==> config.mk <==
export PLATFORM = sky130hd
export DESIGN_NAME = mantissa_align_shifter
export DESIGN_NICKNAME = d
export VERILOG_FILES = /design/src/rtl/fp_addsub_pkg.sv /design/src/rtl/sticky_right_shift.sv /design/src/rtl/mantissa_align_shifter.sv
export SDC_FILE = /design/constraint.sdc
export NUM_CORES = 1
export LEC_CHECK = 0
export ABC_AREA = 1
export BUFFER_PORTS_ARGS = -buffer_cell sky130_fd_sc_hd__buf_4
export CORE_ASPECT_RATIO = 1.75
export CORE_MARGIN = 2
export CORE_UTILIZATION = 49
export DETAILED_ROUTE_END_ITERATION = 12
export GPL_ROUTABILITY_DRIVEN = 0
export PLACE_DENSITY = 0.75
export SLEW_MARGIN = 20
export SYNTH_ARGS = -nofsm -noshare
export SYNTH_HDL_FRONTEND = slang
export SYNTH_SLANG_ARGS = --single-unit
==> constraint.sdc <==
create_clock -name Clk -period 2.5 [get_ports Clk]
set_input_delay 0.125 -clock Clk [delete_from_list [all_inputs] [get_ports Clk]]
set_output_delay 0.125 -clock Clk [all_outputs]
set_load 0.03 [all_outputs]
==> src/rtl/fp_addsub_pkg.sv <==
// Shared definitions for the FP add/sub datapath: GRS width, alignment FSM
// state encoding and the saturated-op counter width.
package fp_addsub_pkg;

  // Guard, round and sticky bits appended below the mantissa.
  localparam int unsigned GRS_BITS = 3;

  // Width of the optional saturated-operation counter.
  localparam int unsigned SAT_CNT_WIDTH = 16;

  typedef enum logic [1:0] {
    IDLE  = 2'd0,
    SHIFT = 2'd1,
    DONE  = 2'd2
  } align_state_e;

endpackage

==> src/rtl/sticky_right_shift.sv <==
// Combinational logical right shift by at most MaxShift bits. Every bit shifted
// out is OR-ed into bit 0 so the sticky information survives the shift.
module sticky_right_shift #(
  parameter int unsigned Width    = 27,
  parameter int unsigned MaxShift = 4,
  localparam int unsigned AmtW    = $clog2(MaxShift + 1)
) (
  input  logic [Width-1:0] value,
  input  logic [AmtW-1:0]  amount,
  output logic [Width-1:0] result
);

  logic [Width-1:0] lost_mask;
  logic             dropped;

  // Shift, then fold the dropped low bits into the sticky position.
  always_comb begin
    lost_mask = ~({Width{1'b1}} << amount);
    dropped   = |(value & lost_mask);
    result    = (value >> amount) | {{(Width - 1){1'b0}}, dropped};
  end

endmodule

==> src/rtl/mantissa_align_shifter.sv <==
// Alignment stage of the FP add/sub datapath. Picks the mantissa with the
// smaller exponent and right-shifts it by the exponent difference, ShiftStep
// bits per cycle, keeping guard/round/sticky bits. Results leave over a
// valid/ready handshake.
// Optional feature: define MANTISSA_ALIGN_SAT_COUNT_EN to add the SatCount
// output counting accepted operations whose shift saturated.
module mantissa_align_shifter
  import fp_addsub_pkg::*;
#(
  parameter int unsigned ExponentSize = 8,
  parameter int unsigned MantissaSize = 24,
  parameter int unsigned ShiftStep    = 4,
  localparam int unsigned W           = MantissaSize + GRS_BITS
) (
  input  logic                    Clk,
  input  logic                    Rst_n,
  input  logic                    InValid,
  output logic                    InReady,
  input  logic [MantissaSize-1:0] Mantissa1,
  input  logic [MantissaSize-1:0] Mantissa2,
  input  logic [ExponentSize-1:0] Difference,
  input  logic                    Sign,
  output logic                    OutValid,
  input  logic                    OutReady,
  output logic [W-1:0]            AlignedLarge,
  output logic [W-1:0]            AlignedSmall,
  output logic                    Swapped,
  output logic                    Saturated
`ifdef MANTISSA_ALIGN_SAT_COUNT_EN
  ,
  output logic [SAT_CNT_WIDTH-1:0] SatCount
`endif
);

  localparam int unsigned AmtW = $clog2(ShiftStep + 1);

  align_state_e      state_q;
  logic [ExponentSize-1:0] rem_q;
  logic [W-1:0]      large_q;
  logic [W-1:0]      small_q;
  logic              swapped_q;
  logic              sat_q;

  logic [MantissaSize-1:0] sel_large;
  logic [MantissaSize-1:0] sel_small;
  logic                    sat_hit;
  logic                    accept;
  logic [AmtW-1:0]         step_amt;
  logic [W-1:0]            shifted_small;

  // Operand selection and per-cycle shift distance.
  always_comb begin
    sel_large = Sign ? Mantissa2 : Mantissa1;
    sel_small = Sign ? Mantissa1 : Mantissa2;
    sat_hit   = 32'(Difference) >= W;
    accept    = InValid && (state_q == IDLE);
    if (32'(rem_q) < ShiftStep) begin
      step_amt = AmtW'(rem_q);
    end else begin
      step_amt = AmtW'(ShiftStep);
    end
  end

  sticky_right_shift #(
    .Width   (W),
    .MaxShift(ShiftStep)
  ) u_shift (
    .value (small_q),
    .amount(step_amt),
    .result(shifted_small)
  );

  // Alignment FSM: capture operands, shift iteratively, hold until taken.
  always_ff @(posedge Clk or negedge Rst_n) begin
    if (!Rst_n) begin
      state_q   <= IDLE;
      rem_q     <= '0;
      large_q   <= '0;
      small_q   <= '0;
      swapped_q <= 1'b0;
      sat_q     <= 1'b0;
    end else begin
      unique case (state_q)
        IDLE: begin
          if (InValid) begin
            large_q   <= {sel_large, {GRS_BITS{1'b0}}};
            swapped_q <= Sign;
            rem_q     <= Difference;
            if (sat_hit) begin
              // Everything falls below the sticky bit; only "nonzero" remains.
              small_q <= {{(W - 1){1'b0}}, |sel_small};
              sat_q   <= 1'b1;
              state_q <= DONE;
            end else begin
              small_q <= {sel_small, {GRS_BITS{1'b0}}};
              sat_q   <= 1'b0;
              state_q <= (Difference == '0) ? DONE : SHIFT;
            end
          end
        end
        SHIFT: begin
          small_q <= shifted_small;
          rem_q   <= rem_q - ExponentSize'(step_amt);
          if (rem_q == ExponentSize'(step_amt)) begin
            state_q <= DONE;
          end
        end
        DONE: begin
          if (OutReady) begin
            state_q <= IDLE;
          end
        end
        default: state_q <= IDLE;
      endcase
    end
  end

  assign InReady      = (state_q == IDLE);
  assign OutValid     = (state_q == DONE);
  assign AlignedLarge = large_q;
  assign AlignedSmall = small_q;
  assign Swapped      = swapped_q;
  assign Saturated    = sat_q;

`ifdef MANTISSA_ALIGN_SAT_COUNT_EN
  logic [SAT_CNT_WIDTH-1:0] sat_cnt_q;

  // Count accepted saturating ops, sticking at the maximum value.
  always_ff @(posedge Clk or negedge Rst_n) begin
    if (!Rst_n) begin
      sat_cnt_q <= '0;
    end else if (accept && sat_hit && (sat_cnt_q != '1)) begin
      sat_cnt_q <= sat_cnt_q + 1'b1;
    end
  end

  assign SatCount = sat_cnt_q;
`else
  logic unused_accept;
  assign unused_accept = accept;
`endif

endmodule

==> results of run 1 <==
-- worst reg2reg max path, stage by stage, from the launching register on --
cell and delay, ps:
sky130_fd_sc_hd__dfrtp_1 430, sky130_fd_sc_hd__nor2_2 210, sky130_fd_sc_hd__nand2_1 130, sky130_fd_sc_hd__nor2_4 250
sky130_fd_sc_hd__nand2_1 320, sky130_fd_sc_hd__buf_4 290, sky130_fd_sc_hd__nand3_1 120, sky130_fd_sc_hd__nand3_1 100
sky130_fd_sc_hd__nand3_1 110, sky130_fd_sc_hd__nand2_1 60, sky130_fd_sc_hd__inv_1 40
-- power by group through the flow --
| stage | registers (mW) | clock network, mW | logic (mW) |
|---|---|---|---|
| after global routing | 2.15 | 1.17 | 4.64 |
| after CTS | 2.07 | 1.13 | 4.22 |
| after global placement | 2.06 | 0 | 4.15 |
| final | 2.08 | 1.12 | 4.22 |
| after detailed placement | 2.07 | 0 | 4.21 |
| after floorplan | 2.78 | 0 | 2.05 |
-- synth_stat cells, drive strengths merged --
cell type | number | area, sq um
nand3b | 2 | 15.0
o31ai | 1 | 7.51
a31oi | 26 | 163
nand2 | 187 | 707
o21a | 1 | 7.51
nand3 | 104 | 538
conb | 2 | 7.51
ha | 1 | 12.5
dfrtp | 63 | 1580
xor2 | 1 | 8.76
o32ai | 1 | 8.76
or2 | 16 | 100
clkinv | 1 | 3.75
a21oi | 23 | 115
nand4 | 2 | 12.5
a21boi | 4 | 30.0
nor3 | 10 | 61.3
mux2i | 5 | 50.1
o211ai | 6 | 45.0
nor2 | 84 | 362
and3 | 1 | 6.26
a2bb2oi | 5 | 43.8
a211oi | 1 | 7.51
buf | 19 | 125
clkbuf | 18 | 67.6
o22ai | 1 | 6.26
inv | 47 | 176
o21ai | 27 | 135
a22oi | 2 | 15.0
-- how the worst min path moves through the flow --
| stage | to | depth (start not counted) |
|---|---|---|
| after floorplan | AlignedLarge[10]$_DFFE_PN0P_ | 0 |
| after global placement | AlignedSmall[10]$_DFFE_PN0P_ | 1 |
| after detailed placement | AlignedSmall[9]$_DFFE_PN0P_ | 1 |
| after CTS | state_q[1]$_DFFE_PN0P_ | 3 |
| after global routing | state_q[1]$_DFFE_PN0P_ | 3 |
| final | state_q[1]$_DFFE_PN0P_ | 3 |
-- cell families after synthesis --
logic type               count (synthesis)  synth area share
multiplexers                             5            0.0113
buffers and inverters                   85            0.0845
AO/OA/AOI/OAI                           98             0.132
XOR/XNOR                                 1           0.00198
other                                    2           0.00170
flip-flops                              63             0.357
adder cells (fa/ha/maj)                  1           0.00283
AND/OR/NAND/NOR                        406             0.408
-- flip-flops by register name, indices dropped and copies added (netlist names) --
register	flops
AlignedLarge	24
Saturated	1
AlignedSmall	27
Swapped	1
state_q	2
rem_q	8
-- routing by layer --
layer,vias up,wire length [um],GRT usage
li1,2392,-,-
met1,2234,5160,0.346
met2,275,6840,0.481
met3,45,1090,0.0529
met4,0,527,0.144
met5,-,0,0
-- cell type report --
type,count,area [sq um],area share
multi-input cells,515,2470,0.442
inverters,48,180,0.0322
clock buffers,11,243,0.0434
clock inverters,2,10.0,0.00179
repair buffers,127,968,0.173
well taps,117,146,0.0262
flip-flops and latches,63,1580,0.282
-- metrics by stage --
step	cell area [sq um]	utilization
floorplan	4420	-
global placement	5330	0.611
detailed placement	5330	0.611
CTS	5600	0.641
global route	5600	0.641
finish	5600	0.641
-- what timing repair did --
action	4_1_cts	5_1_grt
hold endpoints to repair	63	0
hold buffers	1	0
setup endpoints to repair	0	0
==> metrics.txt, run 1 <==
# TYPE chip_impl_metric gauge
chip_impl_metric{name="r2r.worst_path.cells",unit=""} 10
chip_impl_info{name="clockRootBuffer",value="sky130_fd_sc_hd__clkbuf_16"} 1
chip_impl_metric{name="rows",unit=""} 45
chip_impl_info{name="grt_setup_unrepaired",value="false"} 1
chip_impl_metric{name="diodes",unit=""} 0
chip_impl_metric{name="drt_first_pass_iters",unit=""} 6
chip_impl_metric{name="combinationalPowerShare",unit=""} 0.568
chip_impl_metric{name="max-vdd-ir-drop",unit="mV"} 0.696
chip_impl_metric{name="synth_cell_type_count",unit=""} 40
chip_impl_metric{name="drtAntennaViolNets",unit=""} 0
chip_impl_metric{name="finalWorstPathRequiredPeriod",unit="ps"} 2100
chip_impl_metric{name="die_x",unit="um"} 75.8
chip_impl_metric{name="synth.cell_area",unit="sq um"} 4410
chip_impl_info{name="cp_startpoint",value="rem_q[6]$_DFFE_PN0P_"} 1
chip_impl_metric{name="grt-ovfl-total",unit=""} 0
chip_impl_info{name="regToRegEndpoint",value="AlignedSmall[5]$_DFFE_PN0P_"} 1
chip_impl_info{name="cells_along_the_critical_path",value="nor2_2 > nand2_1 > nor2_4 > nand2_1 > buf_4 > nand3_1 > nand3_1 > nand3_1 > nand2_1 > inv_1"} 1
chip_impl_metric{name="worstPathRequired",unit="ps"} 2790
chip_impl_info{name="r2r-start",value="rem_q[6]$_DFFE_PN0P_"} 1
chip_impl_metric{name="final-setup-viol-count",unit=""} 0
chip_impl_info{name="endpoint_of_the_most_critical_setup_path",value="AlignedSmall[5]$_DFFE_PN0P_"} 1
chip_impl_metric{name="synth_seq_cells",unit=""} 63
chip_impl_info{name="tritoncts",value="done"} 1
chip_impl_metric{name="timing.hold.ws",unit="ps"} 42.1
chip_impl_info{name="most-common-layout-cells",value="185 x sky130_fd_sc_hd__nand2_1, 125 x sky130_fd_sc_hd__buf_4, 102 x sky130_fd_sc_hd__nand3_1"} 1
chip_impl_metric{name="worstPathMaxFanout",unit=""} 11
chip_impl_info{name="worst_setup_path_end_kind",value="register"} 1
chip_impl_metric{name="sw_frac_of_total",unit=""} 0.491
chip_impl_info{name="worstHoldPathType",value="in2reg"} 1
chip_impl_metric{name="stdcell_count",unit=""} 883
chip_impl_metric{name="die-height",unit="um"} 130
chip_impl_metric{name="initialDrtViolationCount",unit=""} 510
chip_impl_metric{name="syn_inst",unit=""} 661
chip_impl_metric{name="static_leak",unit="nW"} 2.78
chip_impl_metric{name="area_growth_syn_to_layout",unit="%"} 26.8
chip_impl_info{name="most_common_cell_after_layout_fill_and_taps_aside",value="sky130_fd_sc_hd__nand2_1"} 1
chip_impl_metric{name="syn-mean-instance-area",unit="sq um"} 6.68
chip_impl_info{name="critPathTopFamily",value="simple AND/OR/NAND/NOR gates"} 1
chip_impl_metric{name="layout-drive-gt1-share",unit=""} 0.225
chip_impl_metric{name="layout_worst_path_cycle_share",unit=""} 0.838
chip_impl_metric{name="postCtsResizedCells",unit=""} 0
chip_impl_metric{name="reg2reg_slack",unit="ps"} 400
chip_impl_metric{name="arrival",unit="ps"} 2380
chip_impl_metric{name="initial_utilization",unit=""} 0.506
chip_impl_info{name="criticalPathCategory",value="reg2reg"} 1
chip_impl_metric{name="setup_ws",unit="ps"} 404
chip_impl_metric{name="cell_depth_of_the_worst_setup_path",unit=""} 10
chip_impl_metric{name="vias_per_cell",unit=""} 5.60
chip_impl_metric{name="maximum_number_of_pins_on_one_net_before_global_route_repair",unit=""} 64
chip_impl_metric{name="net_sw_power",unit="mW"} 3.65
chip_impl_metric{name="clk_path_buf_depth",unit=""} 2
chip_impl_metric{name="cts-htree-levels",unit=""} 3
chip_impl_metric{name="dp.cells",unit=""} 869
chip_impl_metric{name="final_nets",unit=""} 826
chip_impl_metric{name="dp_hpwl",unit="um"} 10000
chip_impl_metric{name="port_buffers",unit=""} 115
chip_impl_metric{name="cts.repair_timing.setup_buffer_count",unit=""} 0
chip_impl_metric{name="dr_total_vias",unit=""} 4946
chip_impl_metric{name="antenna_found_initial",unit=""} 0
chip_impl_metric{name="critical_path.n_buffers_inverters",unit=""} 2
chip_impl_metric{name="cellInternalPower",unit="mW"} 3.78
chip_impl_metric{name="first_pass_grt_wire_length",unit="um"} 21800
chip_impl_metric{name="placement.setup.worst_slack",unit="ps"} 492
chip_impl_metric{name="pwr_density",unit="nW/um^2"} 1330
chip_impl_metric{name="tns",unit="ps"} 0
chip_impl_metric{name="clock_skew",unit="ps"} 7.63
chip_impl_metric{name="fmaxAchievable",unit="MHz"} 477
chip_impl_metric{name="cap_viol_max_count",unit=""} 0
chip_impl_metric{name="slew_viol_final",unit=""} 0
chip_impl_metric{name="fill_cells",unit=""} 827
chip_impl_metric{name="cts.clk_slew.worst_paths",unit="ps"} 50
chip_impl_info{name="worst_hold_startpoint",value="OutReady"} 1
chip_impl_info{name="crit_path_top_delay_cell",value="sky130_fd_sc_hd__dfrtp_1"} 1
chip_impl_metric{name="final_hold_viol_count",unit=""} 0
chip_impl_metric{name="power",unit="mW"} 7.42
chip_impl_metric{name="groute.usage.overall",unit=""} 0.289
chip_impl_metric{name="design.die.area",unit="sq um"} 9810
chip_impl_metric{name="clock-sinks",unit=""} 63
chip_impl_metric{name="fp.coreArea",unit="sq um"} 8730
chip_impl_metric{name="clock_power_share",unit=""} 0.151
chip_impl_info{name="worstSetupStartpointType",value="register"} 1
chip_impl_metric{name="routed_wirelength",unit="um"} 13600
chip_impl_metric{name="power_frac_seq",unit=""} 0.281
chip_impl_metric{name="io_pins",unit=""} 119
chip_impl_metric{name="ys_warn_count",unit=""} 0
chip_impl_metric{name="wl_per_cell",unit="um"} 15.4
chip_impl_metric{name="cts_made_buffers",unit=""} 9
chip_impl_metric{name="grt_pass1_vias",unit=""} 4642
chip_impl_metric{name="portion_of_the_post_synthesis_area_used_by_sequential_elements",unit=""} 0.357
chip_impl_metric{name="delay_of_the_slowest_cell_on_the_worst_path",unit="ps"} 430
chip_impl_info{name="status",value="completed"} 1
chip_impl_metric{name="clock_insertion_delay_worst_skew",unit="ps"} 340
chip_impl_metric{name="drt_drc_violations_left",unit=""} 0
chip_impl_metric{name="maxSlewHeadroom",unit=""} 0.446
chip_impl_metric{name="tightestPinTransition",unit="ps"} 831
(Power assumes the default switching activity.)
==> run 2, diff against run 1 <==
--- a/config.mk
+++ b/config.mk
@@ -5,14 +5,14 @@
 export SDC_FILE = /design/constraint.sdc
 export NUM_CORES = 1
 export LEC_CHECK = 0
-export ABC_AREA = 1
+export ABC_AREA = 0
 export BUFFER_PORTS_ARGS = -buffer_cell sky130_fd_sc_hd__buf_4
 export CORE_ASPECT_RATIO = 1.75
 export CORE_MARGIN = 2
-export CORE_UTILIZATION = 49
+export CORE_UTILIZATION = 48
 export DETAILED_ROUTE_END_ITERATION = 12
 export GPL_ROUTABILITY_DRIVEN = 0
-export PLACE_DENSITY = 0.75
+export PLACE_DENSITY = 0.77
 export SLEW_MARGIN = 20
 export SYNTH_ARGS = -nofsm -noshare
 export SYNTH_HDL_FRONTEND = slang
==> constraint.sdc (replaced) <==
create_clock -name Clk -period 1.9 [get_ports Clk]
set_input_delay 0.095 -clock Clk [delete_from_list [all_inputs] [get_ports Clk]]
set_output_delay 0.095 -clock Clk [all_outputs]
set_load 0.03 [all_outputs]
==> run 2 against run 1 <==
  * The flow now finishes with violations (negative setup slack)
  * Register-to-register slack got worse by 460 ps
  * Via count is 6.9% lower
  * Fmax is 7.1% higher
  * Worst setup slack got worse by 460 ps
  * Critical path type unchanged
  * Non-clock buffer count up 39
==> metrics.txt, run 2 <==
# TYPE chip_impl_metric gauge
chip_impl_info{name="status",value="finished, violations left"} 1
chip_impl_info{name="violations_in_the_final_reports",value="negative setup slack"} 1
chip_impl_metric{name="maximum_number_of_pins_on_one_net_before_global_route_repair",unit=""} 64
chip_impl_metric{name="cellInternalPower",unit="mW"} 5.64
chip_impl_metric{name="clock-sinks",unit=""} 63
chip_impl_info{name="crit_path_top_delay_cell",value="sky130_fd_sc_hd__or4_4"} 1
chip_impl_metric{name="synth_seq_cells",unit=""} 63
chip_impl_metric{name="fill_cells",unit=""} 677
chip_impl_info{name="netlist.top_cell.by_area",value="sky130_fd_sc_hd__dfrtp_1"} 1
chip_impl_metric{name="die_x",unit="um"} 75.2
chip_impl_metric{name="io_pins",unit=""} 119
chip_impl_metric{name="antenna_found_initial",unit=""} 0
chip_impl_metric{name="dp_hpwl",unit="um"} 10400
chip_impl_metric{name="groute.usage.overall",unit=""} 0.313
chip_impl_metric{name="net_sw_power",unit="mW"} 4.60
chip_impl_metric{name="syn_inst",unit=""} 468
chip_impl_metric{name="combinationalPowerShare",unit=""} 0.530
chip_impl_info{name="criticalPathCategory",value="reg2reg"} 1
chip_impl_info{name="worst_setup_path_end_kind",value="register"} 1
chip_impl_metric{name="routed_wirelength",unit="um"} 15100
chip_impl_metric{name="clock_power_share",unit=""} 0.207
chip_impl_metric{name="register_area",unit="sq um"} 1580
chip_impl_metric{name="initialDrtViolationCount",unit=""} 505
chip_impl_metric{name="diodes",unit=""} 0
chip_impl_info{name="synth_most_common_cell",value="sky130_fd_sc_hd__dfrtp_1"} 1
chip_impl_metric{name="synth_top_cell_area_share",unit=""} 0.370
chip_impl_metric{name="static_leak",unit="nW"} 2.86
chip_impl_metric{name="stdcell_count",unit=""} 732
chip_impl_info{name="critPathTopFamily",value="simple AND/OR/NAND/NOR gates"} 1
chip_impl_metric{name="synth_enable_flop_cells",unit=""} 0
chip_impl_info{name="synth_top_family_by_area",value="multiplexers"} 1
chip_impl_metric{name="ys_warn_count",unit=""} 0
chip_impl_metric{name="design.die.area",unit="sq um"} 9680
chip_impl_metric{name="maxSlewHeadroom",unit=""} 0.428
chip_impl_metric{name="largest_register_ffs",unit=""} 27
chip_impl_metric{name="cts_made_buffers",unit=""} 9
chip_impl_metric{name="tns",unit="ps"} -174
chip_impl_metric{name="pwr_density",unit="nW/um^2"} 1680
chip_impl_metric{name="rows",unit=""} 45
chip_impl_metric{name="area_growth_syn_to_layout",unit="%"} 43.3
chip_impl_metric{name="power_frac_seq",unit=""} 0.263
chip_impl_metric{name="synth-async-reset-ratio",unit=""} 1.00
chip_impl_metric{name="cts.clk_slew.worst_paths",unit="ps"} 60
chip_impl_metric{name="max-vdd-ir-drop",unit="mV"} 1.35
chip_impl_metric{name="port_buffers",unit=""} 115
chip_impl_metric{name="drt_first_pass_iters",unit=""} 7
chip_impl_metric{name="critical_path.n_buffers_inverters",unit=""} 1
chip_impl_metric{name="synth-compound-area-share",unit=""} 0.201
chip_impl_metric{name="wl_met2",unit="um"} 7830
chip_impl_metric{name="clock_insertion_delay_worst_skew",unit="ps"} 340
chip_impl_info{name="postSynth.topFlopCell",value="sky130_fd_sc_hd__dfrtp_1"} 1
chip_impl_info{name="worstHoldPathType",value="in2reg"} 1
chip_impl_metric{name="final-setup-viol-count",unit=""} 6
chip_impl_info{name="most-common-layout-cells",value="156 x sky130_fd_sc_hd__buf_4, 61 x sky130_fd_sc_hd__dfrtp_1, 49 x sky130_fd_sc_hd__mux2i_1"} 1
chip_impl_info{name="worstSetupStartpointType",value="register"} 1
chip_impl_metric{name="delay_of_the_slowest_cell_on_the_worst_path",unit="ps"} 570
chip_impl_metric{name="yosys.area_share.adder",unit=""} 0.00294
chip_impl_metric{name="initial_utilization",unit=""} 0.491
chip_impl_metric{name="first_pass_grt_wire_length",unit="um"} 23000
chip_impl_metric{name="cap_viol_max_count",unit=""} 0
chip_impl_info{name="tritoncts",value="done"} 1
chip_impl_metric{name="cts-htree-levels",unit=""} 3
chip_impl_metric{name="fp.coreArea",unit="sq um"} 8670
chip_impl_metric{name="grt-ovfl-total",unit=""} 0
chip_impl_metric{name="layout_worst_path_cycle_share",unit=""} 1.03
chip_impl_metric{name="yosys-mux-area-fraction",unit=""} 0.218
chip_impl_metric{name="slew_viol_final",unit=""} 0
chip_impl_metric{name="fmaxAchievable",unit="MHz"} 511
chip_impl_metric{name="layout-drive-gt1-share",unit=""} 0.415
chip_impl_metric{name="synth_cell_type_count",unit=""} 55
chip_impl_info{name="yosys-top-cells-count",value="63 x sky130_fd_sc_hd__dfrtp_1, 56 x sky130_fd_sc_hd__o21ai_0, 51 x sky130_fd_sc_hd__mux2i_1, 51 x sky130_fd_sc_hd__nand2_1, 40 x sky130_fd_sc_hd__nor2_1"} 1
chip_impl_metric{name="final_hold_viol_count",unit=""} 0
chip_impl_metric{name="sw_frac_of_total",unit=""} 0.449
chip_impl_metric{name="synth-simple-area-share",unit=""} 0.164
chip_impl_metric{name="detailroute.wirelength.met3",unit="um"} 1060
chip_impl_metric{name="final_nets",unit=""} 672
chip_impl_metric{name="post-route-util",unit=""} 0.704
chip_impl_info{name="cells_along_the_critical_path",value="or4_4 > buf_6 > nor3_4 > nand2_2 > o22ai_2 > o21bai_1"} 1
chip_impl_metric{name="arrival",unit="ps"} 2210
chip_impl_metric{name="setup_ws",unit="ps"} -56.6
chip_impl_metric{name="synth_xor_xnor_area_share",unit=""} 0
chip_impl_metric{name="finalWorstPathRequiredPeriod",unit="ps"} 1960
chip_impl_info{name="clockRootBuffer",value="sky130_fd_sc_hd__clkbuf_16"} 1
chip_impl_info{name="most_common_cell_after_layout_fill_and_taps_aside",value="sky130_fd_sc_hd__buf_4"} 1
chip_impl_metric{name="tightestPinTransition",unit="ps"} 857
chip_impl_metric{name="grt_pass1_vias",unit=""} 4605
chip_impl_metric{name="clk_path_buf_depth",unit=""} 2
chip_impl_metric{name="worstPathRequired",unit="ps"} 2150
chip_impl_metric{name="drtAntennaViolNets",unit=""} 0
chip_impl_info{name="routed.top_layer",value="met4"} 1
chip_impl_metric{name="clock_skew",unit="ps"} 5.08
chip_impl_metric{name="multi_input_comb_area",unit="sq um"} 2690
chip_impl_info{name="netlist_top_cells_area",value="sky130_fd_sc_hd__dfrtp_1 37%, sky130_fd_sc_hd__mux2i_1 12%, sky130_fd_sc_hd__mux2_2 8.7%"} 1
chip_impl_info{name="grt_setup_unrepaired",value="true"} 1
chip_impl_metric{name="wl_per_cell",unit="um"} 20.6
chip_impl_metric{name="synth.cell_area",unit="sq um"} 4260
chip_impl_metric{name="wirelength_met1",unit="um"} 5480
chip_impl_metric{name="dp.cells",unit=""} 708
chip_impl_metric{name="syn-mean-instance-area",unit="sq um"} 9.11
chip_impl_metric{name="dr_total_vias",unit=""} 4604
chip_impl_metric{name="die-height",unit="um"} 129
chip_impl_metric{name="worstPathMaxFanout",unit=""} 5
chip_impl_metric{name="drt_drc_violations_left",unit=""} 0
chip_impl_metric{name="portion_of_the_post_synthesis_area_used_by_sequential_elements",unit=""} 0.370
chip_impl_metric{name="vias_per_cell",unit=""} 6.29
==> run 2: changes by cell type after synthesis, sizes merged, moves of 14 or more <==
| cell | before | now |
|---|---|---|
| nand2 | 187 | 52 |
| nand3 | 104 | 6 |
| mux2i | 5 | 51 |
| inv | 47 | 5 |
| nor2 | 84 | 42 |
| mux2 | 0 | 33 |
| o21ai | 27 | 56 |
| a31oi | 26 | 6 |
| or2 | 16 | 2 |
==> run 2: power groups by stage <==
stage | registers (mW) | logic [mW] | clock network, mW
4_1_cts | 2.62 | 5.21 | 2.12
2_1_floorplan | 3.44 | 2.33 | 0
3_5_place_dp | 2.63 | 5.10 | 0
6_report | 2.69 | 5.43 | 2.12
3_3_place_gp | 2.60 | 4.99 | 0
5_1_grt | 2.75 | 5.81 | 2.18
==> run 2: per-stage QoR <==
step	total power, mW	hold slack [ps]	worst slack, ps	area, sq um
finish	10.2	33.2	-56.6	6110
global route	10.7	49.1	-127	6110
CTS	9.95	31.1	-11.7	5980
detailed placement	7.73	250	-111	5490
global placement	7.60	242	-30.8	5490
floorplan	5.77	-201	-93.5	4340
==> run 2: worst paths after layout <==
kind / endpoint / startpoint / cells after the start / slack, ps
hold reg to reg: AlignedLarge[17]$_DFFE_PN0P_ / AlignedLarge[17]$_DFFE_PN0P_ / 2 / 480
setup / recovery: AlignedSmall[16]$_DFFE_PN0P_ / rem_q[5]$_DFFE_PN0P_ / 6 / -60
setup reg to reg: AlignedSmall[16]$_DFFE_PN0P_ / rem_q[5]$_DFFE_PN0P_ / 6 / -60
max in group asynchronous: rem_q[2]$_DFFE_PN0P_ / Rst_n / 2 / 880
min in group asynchronous: rem_q[5]$_DFFE_PN0P_ / Rst_n / 2 / 390
hold / removal: rem_q[1]$_DFFE_PN0P_ / Difference[1] / 3 / 30
==> run 2: layout make-up <==
type | count | area share
well taps | 117 | 0.0240
multi-input cells | 365 | 0.440
clock buffers | 11 | 0.0414
repair buffers | 166 | 0.213
clock inverters | 5 | 0.0209
inverters | 5 | 0.00307
flip-flops and latches | 63 | 0.258
==> run 2: worst register-to-register path: stages (launching register included) <==
cell                       delay [ps]
sky130_fd_sc_hd__dfrtp_2          440
sky130_fd_sc_hd__or4_4            570
sky130_fd_sc_hd__buf_6            170
sky130_fd_sc_hd__nor3_4           200
sky130_fd_sc_hd__nand2_2          150
sky130_fd_sc_hd__o22ai_2          200
sky130_fd_sc_hd__o21bai_1         140
==> run 2: cells by family after synthesis <==
kind of cell | Yosys count
and+or+nand+nor | 140
AOI/OAI and AO/OA | 134
muxes | 86
DFF | 63
buffers and inverters | 42
other | 2
adders and majority gates | 1
==> run 2: timing repair <==
action                                 CTS  global route
pin swaps                                3            12
resized for setup                       12            32
endpoints found under the hold margin   64             0
setup buffers                            3             3
hold buffers                             2             0
setup endpoints to repair               22            26
==> run 2: layer usage <==
layer  global-route usage  vias to the layer above
li1                     -                     2035
met1                0.354                     2228
met2                0.530                      272
met3               0.0650                       69
met4                0.175                        0
met5                    0                        -
==> run 3, diff against run 2 <==
--- a/config.mk
+++ b/config.mk
@@ -7,12 +7,13 @@
 export LEC_CHECK = 0
 export ABC_AREA = 0
 export BUFFER_PORTS_ARGS = -buffer_cell sky130_fd_sc_hd__buf_4
+export CAP_MARGIN = 20
 export CORE_ASPECT_RATIO = 1.75
 export CORE_MARGIN = 2
-export CORE_UTILIZATION = 48
+export CORE_UTILIZATION = 30
 export DETAILED_ROUTE_END_ITERATION = 12
 export GPL_ROUTABILITY_DRIVEN = 0
-export PLACE_DENSITY = 0.77
+export GPL_TIMING_DRIVEN = 1
 export SLEW_MARGIN = 20
 export SYNTH_ARGS = -nofsm -noshare
 export SYNTH_HDL_FRONTEND = slang
==> run 3 against run 2 <==
  * The flow still finishes with violations (negative setup slack)
  * Clock power shrank 14%
  * Final cell count up 10%
  * Sequential share of layout area shrank 0.67 points
  * Largest cell class unchanged
  * Global-route usage down 11 points
  * Sequential cell count unchanged
==> metrics.txt, run 3 (synthesis results as in run 2) <==
# TYPE chip_impl_metric gauge
chip_impl_info{name="violations_in_the_final_reports",value="negative setup slack"} 1
chip_impl_metric{name="arrival",unit="ps"} 2160
chip_impl_metric{name="cts.clk_slew.worst_paths",unit="ps"} 60
chip_impl_metric{name="dr_total_vias",unit=""} 4493
chip_impl_info{name="most_common_cell_after_layout_fill_and_taps_aside",value="sky130_fd_sc_hd__buf_4"} 1
chip_impl_metric{name="wl_per_cell",unit="um"} 19.5
chip_impl_info{name="worst_setup_path_end_kind",value="register"} 1
chip_impl_metric{name="fp.coreArea",unit="sq um"} 13900
chip_impl_info{name="critPathTopFamily",value="compound AO/OA/AOI/OAI gates"} 1
chip_impl_metric{name="reg2reg_slack",unit="ps"} -60
chip_impl_metric{name="final-setup-viol-count",unit=""} 4
chip_impl_metric{name="finalWorstPathRequiredPeriod",unit="ps"} 1960
chip_impl_metric{name="design.die.area",unit="sq um"} 15200
chip_impl_metric{name="grt-ovfl-total",unit=""} 0
chip_impl_metric{name="post-route-cell-area",unit="sq um"} 6260
chip_impl_info{name="criticalPathCategory",value="reg2reg"} 1
chip_impl_metric{name="antenna_found_initial",unit=""} 0
chip_impl_info{name="cells_along_the_critical_path",value="buf_6 > nor4_4 > buf_6 > nand2_4 > mux2_2 > a222oi_1 > a21oi_1"} 1
chip_impl_metric{name="worstPathMaxFanout",unit=""} 7
chip_impl_info{name="path_common_cell",value="sky130_fd_sc_hd__buf_6"} 1
chip_impl_metric{name="final_nets",unit=""} 688
chip_impl_metric{name="tightestPinTransition",unit="ps"} 846
chip_impl_metric{name="layout-drive-gt1-share",unit=""} 0.412
chip_impl_metric{name="clock-sinks",unit=""} 63
chip_impl_metric{name="io_pins",unit=""} 119
chip_impl_metric{name="dp_hpwl",unit="um"} 11700
chip_impl_metric{name="timing.hold.worst_path_depth",unit=""} 3
chip_impl_info{name="status",value="finished, violations left"} 1
chip_impl_info{name="clockRootBuffer",value="sky130_fd_sc_hd__clkbuf_16"} 1
chip_impl_metric{name="clock_skew",unit="ps"} 7.84
chip_impl_metric{name="drt_drc_violations_left",unit=""} 0
chip_impl_metric{name="critical_path.n_buffers_inverters",unit=""} 2
chip_impl_metric{name="r2r.worst_path.cells",unit=""} 7
chip_impl_metric{name="area_growth_syn_to_layout",unit="%"} 46.9
chip_impl_metric{name="die_x",unit="um"} 94.1
chip_impl_metric{name="pwr_density",unit="nW/um^2"} 1610
chip_impl_info{name="r2r-start",value="rem_q[4]$_DFFE_PN0P_"} 1
chip_impl_metric{name="cts-htree-levels",unit=""} 3
chip_impl_metric{name="die-height",unit="um"} 162
chip_impl_metric{name="drtAntennaViolNets",unit=""} 0
chip_impl_metric{name="cts_made_buffers",unit=""} 9
chip_impl_metric{name="cell_depth_of_the_worst_setup_path",unit=""} 7
chip_impl_metric{name="layout_worst_path_cycle_share",unit=""} 1.03
chip_impl_metric{name="dp.cells",unit=""} 782
chip_impl_metric{name="worstPathRequired",unit="ps"} 2090
chip_impl_info{name="tritoncts",value="done"} 1
chip_impl_metric{name="cap_viol_max_count",unit=""} 0
chip_impl_metric{name="groute.usage.overall",unit=""} 0.201
chip_impl_metric{name="setup_ws",unit="ps"} -61.0
chip_impl_metric{name="grt_pass1_vias",unit=""} 4515
chip_impl_metric{name="initialDrtViolationCount",unit=""} 316
chip_impl_info{name="grt_setup_unrepaired",value="true"} 1
chip_impl_metric{name="routed_wirelength",unit="um"} 15700
chip_impl_info{name="worstHoldPathType",value="in2reg"} 1
chip_impl_metric{name="diodes",unit=""} 0
chip_impl_metric{name="drt_first_pass_iters",unit=""} 5
chip_impl_metric{name="slew_viol_final",unit=""} 0
chip_impl_metric{name="multi_input_comb_area",unit="sq um"} 2660
chip_impl_info{name="worst_hold_startpoint",value="InValid"} 1
chip_impl_info{name="holdPathEnd",value="state_q[0]$_DFFE_PN0P_"} 1
chip_impl_metric{name="final_hold_viol_count",unit=""} 0
chip_impl_metric{name="clock_insertion_delay_worst_skew",unit="ps"} 330
chip_impl_metric{name="delay_of_the_slowest_cell_on_the_worst_path",unit="ps"} 400
chip_impl_metric{name="rows",unit=""} 57
chip_impl_metric{name="maxSlewHeadroom",unit=""} 0.436
chip_impl_metric{name="max-vdd-ir-drop",unit="mV"} 0.543
chip_impl_metric{name="static_leak",unit="nW"} 2.92
chip_impl_metric{name="dpl_cell_area",unit="sq um"} 5710
chip_impl_metric{name="first_pass_grt_wire_length",unit="um"} 23900
chip_impl_metric{name="initial_utilization",unit=""} 0.306
chip_impl_info{name="regToRegEndpoint",value="AlignedSmall[17]$_DFFE_PN0P_"} 1
chip_impl_metric{name="stdcell_count",unit=""} 808
chip_impl_metric{name="fmaxAchievable",unit="MHz"} 510
chip_impl_metric{name="maximum_number_of_pins_on_one_net_before_global_route_repair",unit=""} 64
chip_impl_metric{name="vias_per_cell",unit=""} 5.56
chip_impl_metric{name="port_buffers",unit=""} 115
chip_impl_metric{name="power",unit="mW"} 10.1
chip_impl_metric{name="clk_path_buf_depth",unit=""} 2
chip_impl_metric{name="register_area",unit="sq um"} 1580
chip_impl_metric{name="fill_cells",unit=""} 1323
chip_impl_info{name="worstSetupStartpointType",value="register"} 1
chip_impl_info{name="crit_path_top_delay_cell",value="sky130_fd_sc_hd__dfrtp_1"} 1
chip_impl_metric{name="largest_register_ffs",unit=""} 27
chip_impl_info{name="most-common-layout-cells",value="163 x sky130_fd_sc_hd__buf_4, 63 x sky130_fd_sc_hd__dfrtp_1, 50 x sky130_fd_sc_hd__mux2i_1"} 1
run 3: layer usage:
| layer | up-vias | routed length (um) | GRT usage |
|---|---|---|---|
| li1 | 2069 | - | - |
| met1 | 2167 | 5780 | 0.219 |
| met2 | 212 | 8510 | 0.375 |
| met3 | 45 | 1000 | 0.0413 |
| met4 | 0 | 455 | 0.0751 |
| met5 | - | 0 | 0 |
run 3: layout make-up:
class	instances	area share
Inverter	5	0.00300
Sequential cell	63	0.252
Clock inverter	3	0.0104
Timing Repair Buffer	181	0.233
Multi-Input combinational cell	366	0.425
Tap cell	177	0.0354
Clock buffer	13	0.0416
run 3: worst max-delay path by stage:
stage / startpoint / endpoint / slack [ps]
final: rem_q[4]$_DFFE_PN0P_ / AlignedSmall[17]$_DFFE_PN0P_ / -60
after global placement: rem_q[7]$_DFFE_PN0P_ / AlignedSmall[6]$_DFFE_PN0P_ / -20
after floorplan: rem_q[6]$_DFFE_PN0P_ / AlignedSmall[20]$_DFFE_PN0P_ / -90
after CTS: rem_q[7]$_DFFE_PN0P_ / rem_q[4]$_DFFE_PN0P_ / -10
after global routing: rem_q[7]$_DFFE_PN0P_ / AlignedSmall[22]$_DFFE_PN0P_ / -100
after detailed placement: rem_q[7]$_DFFE_PN0P_ / AlignedSmall[6]$_DFFE_PN0P_ / -70
run 3: report_power, final:
group | switching, mW | internal [mW]
Combinational | 3.29 | 2.37
Sequential | 0.676 | 1.94
Clock | 0.597 | 1.22
Total | 4.56 | 5.54
run 3: what timing repair did:
item,in CTS,in global routing
resized for setup,6,33
pin swaps,5,17
buffers inserted,3,4
hold buffers,2,0
gates cloned,0,1
endpoints found under the hold margin,64,0
setup endpoints to repair,14,24
run 3: worst min-delay path, cell delays in order:
cell and delay [ps]:
sky130_fd_sc_hd__buf_4 110, sky130_fd_sc_hd__nor3_1 50, sky130_fd_sc_hd__nor2_1 80
run 3: per-stage QoR:
| stage | utilization | setup slack (ps) | hold slack, ps | setup TNS, ps |
|---|---|---|---|---|
| after floorplan | - | -93.5 | -201 | -522 |
| after global placement | 0.411 | -17.2 | 260 | -30.0 |
| after detailed placement | 0.411 | -70.8 | 260 | -300 |
| after CTS | 0.439 | -12.9 | 47.4 | -39.4 |
| after global routing | 0.450 | -104 | 72.1 | -976 |
| final | 0.450 | -61.0 | 57.2 | -179 |
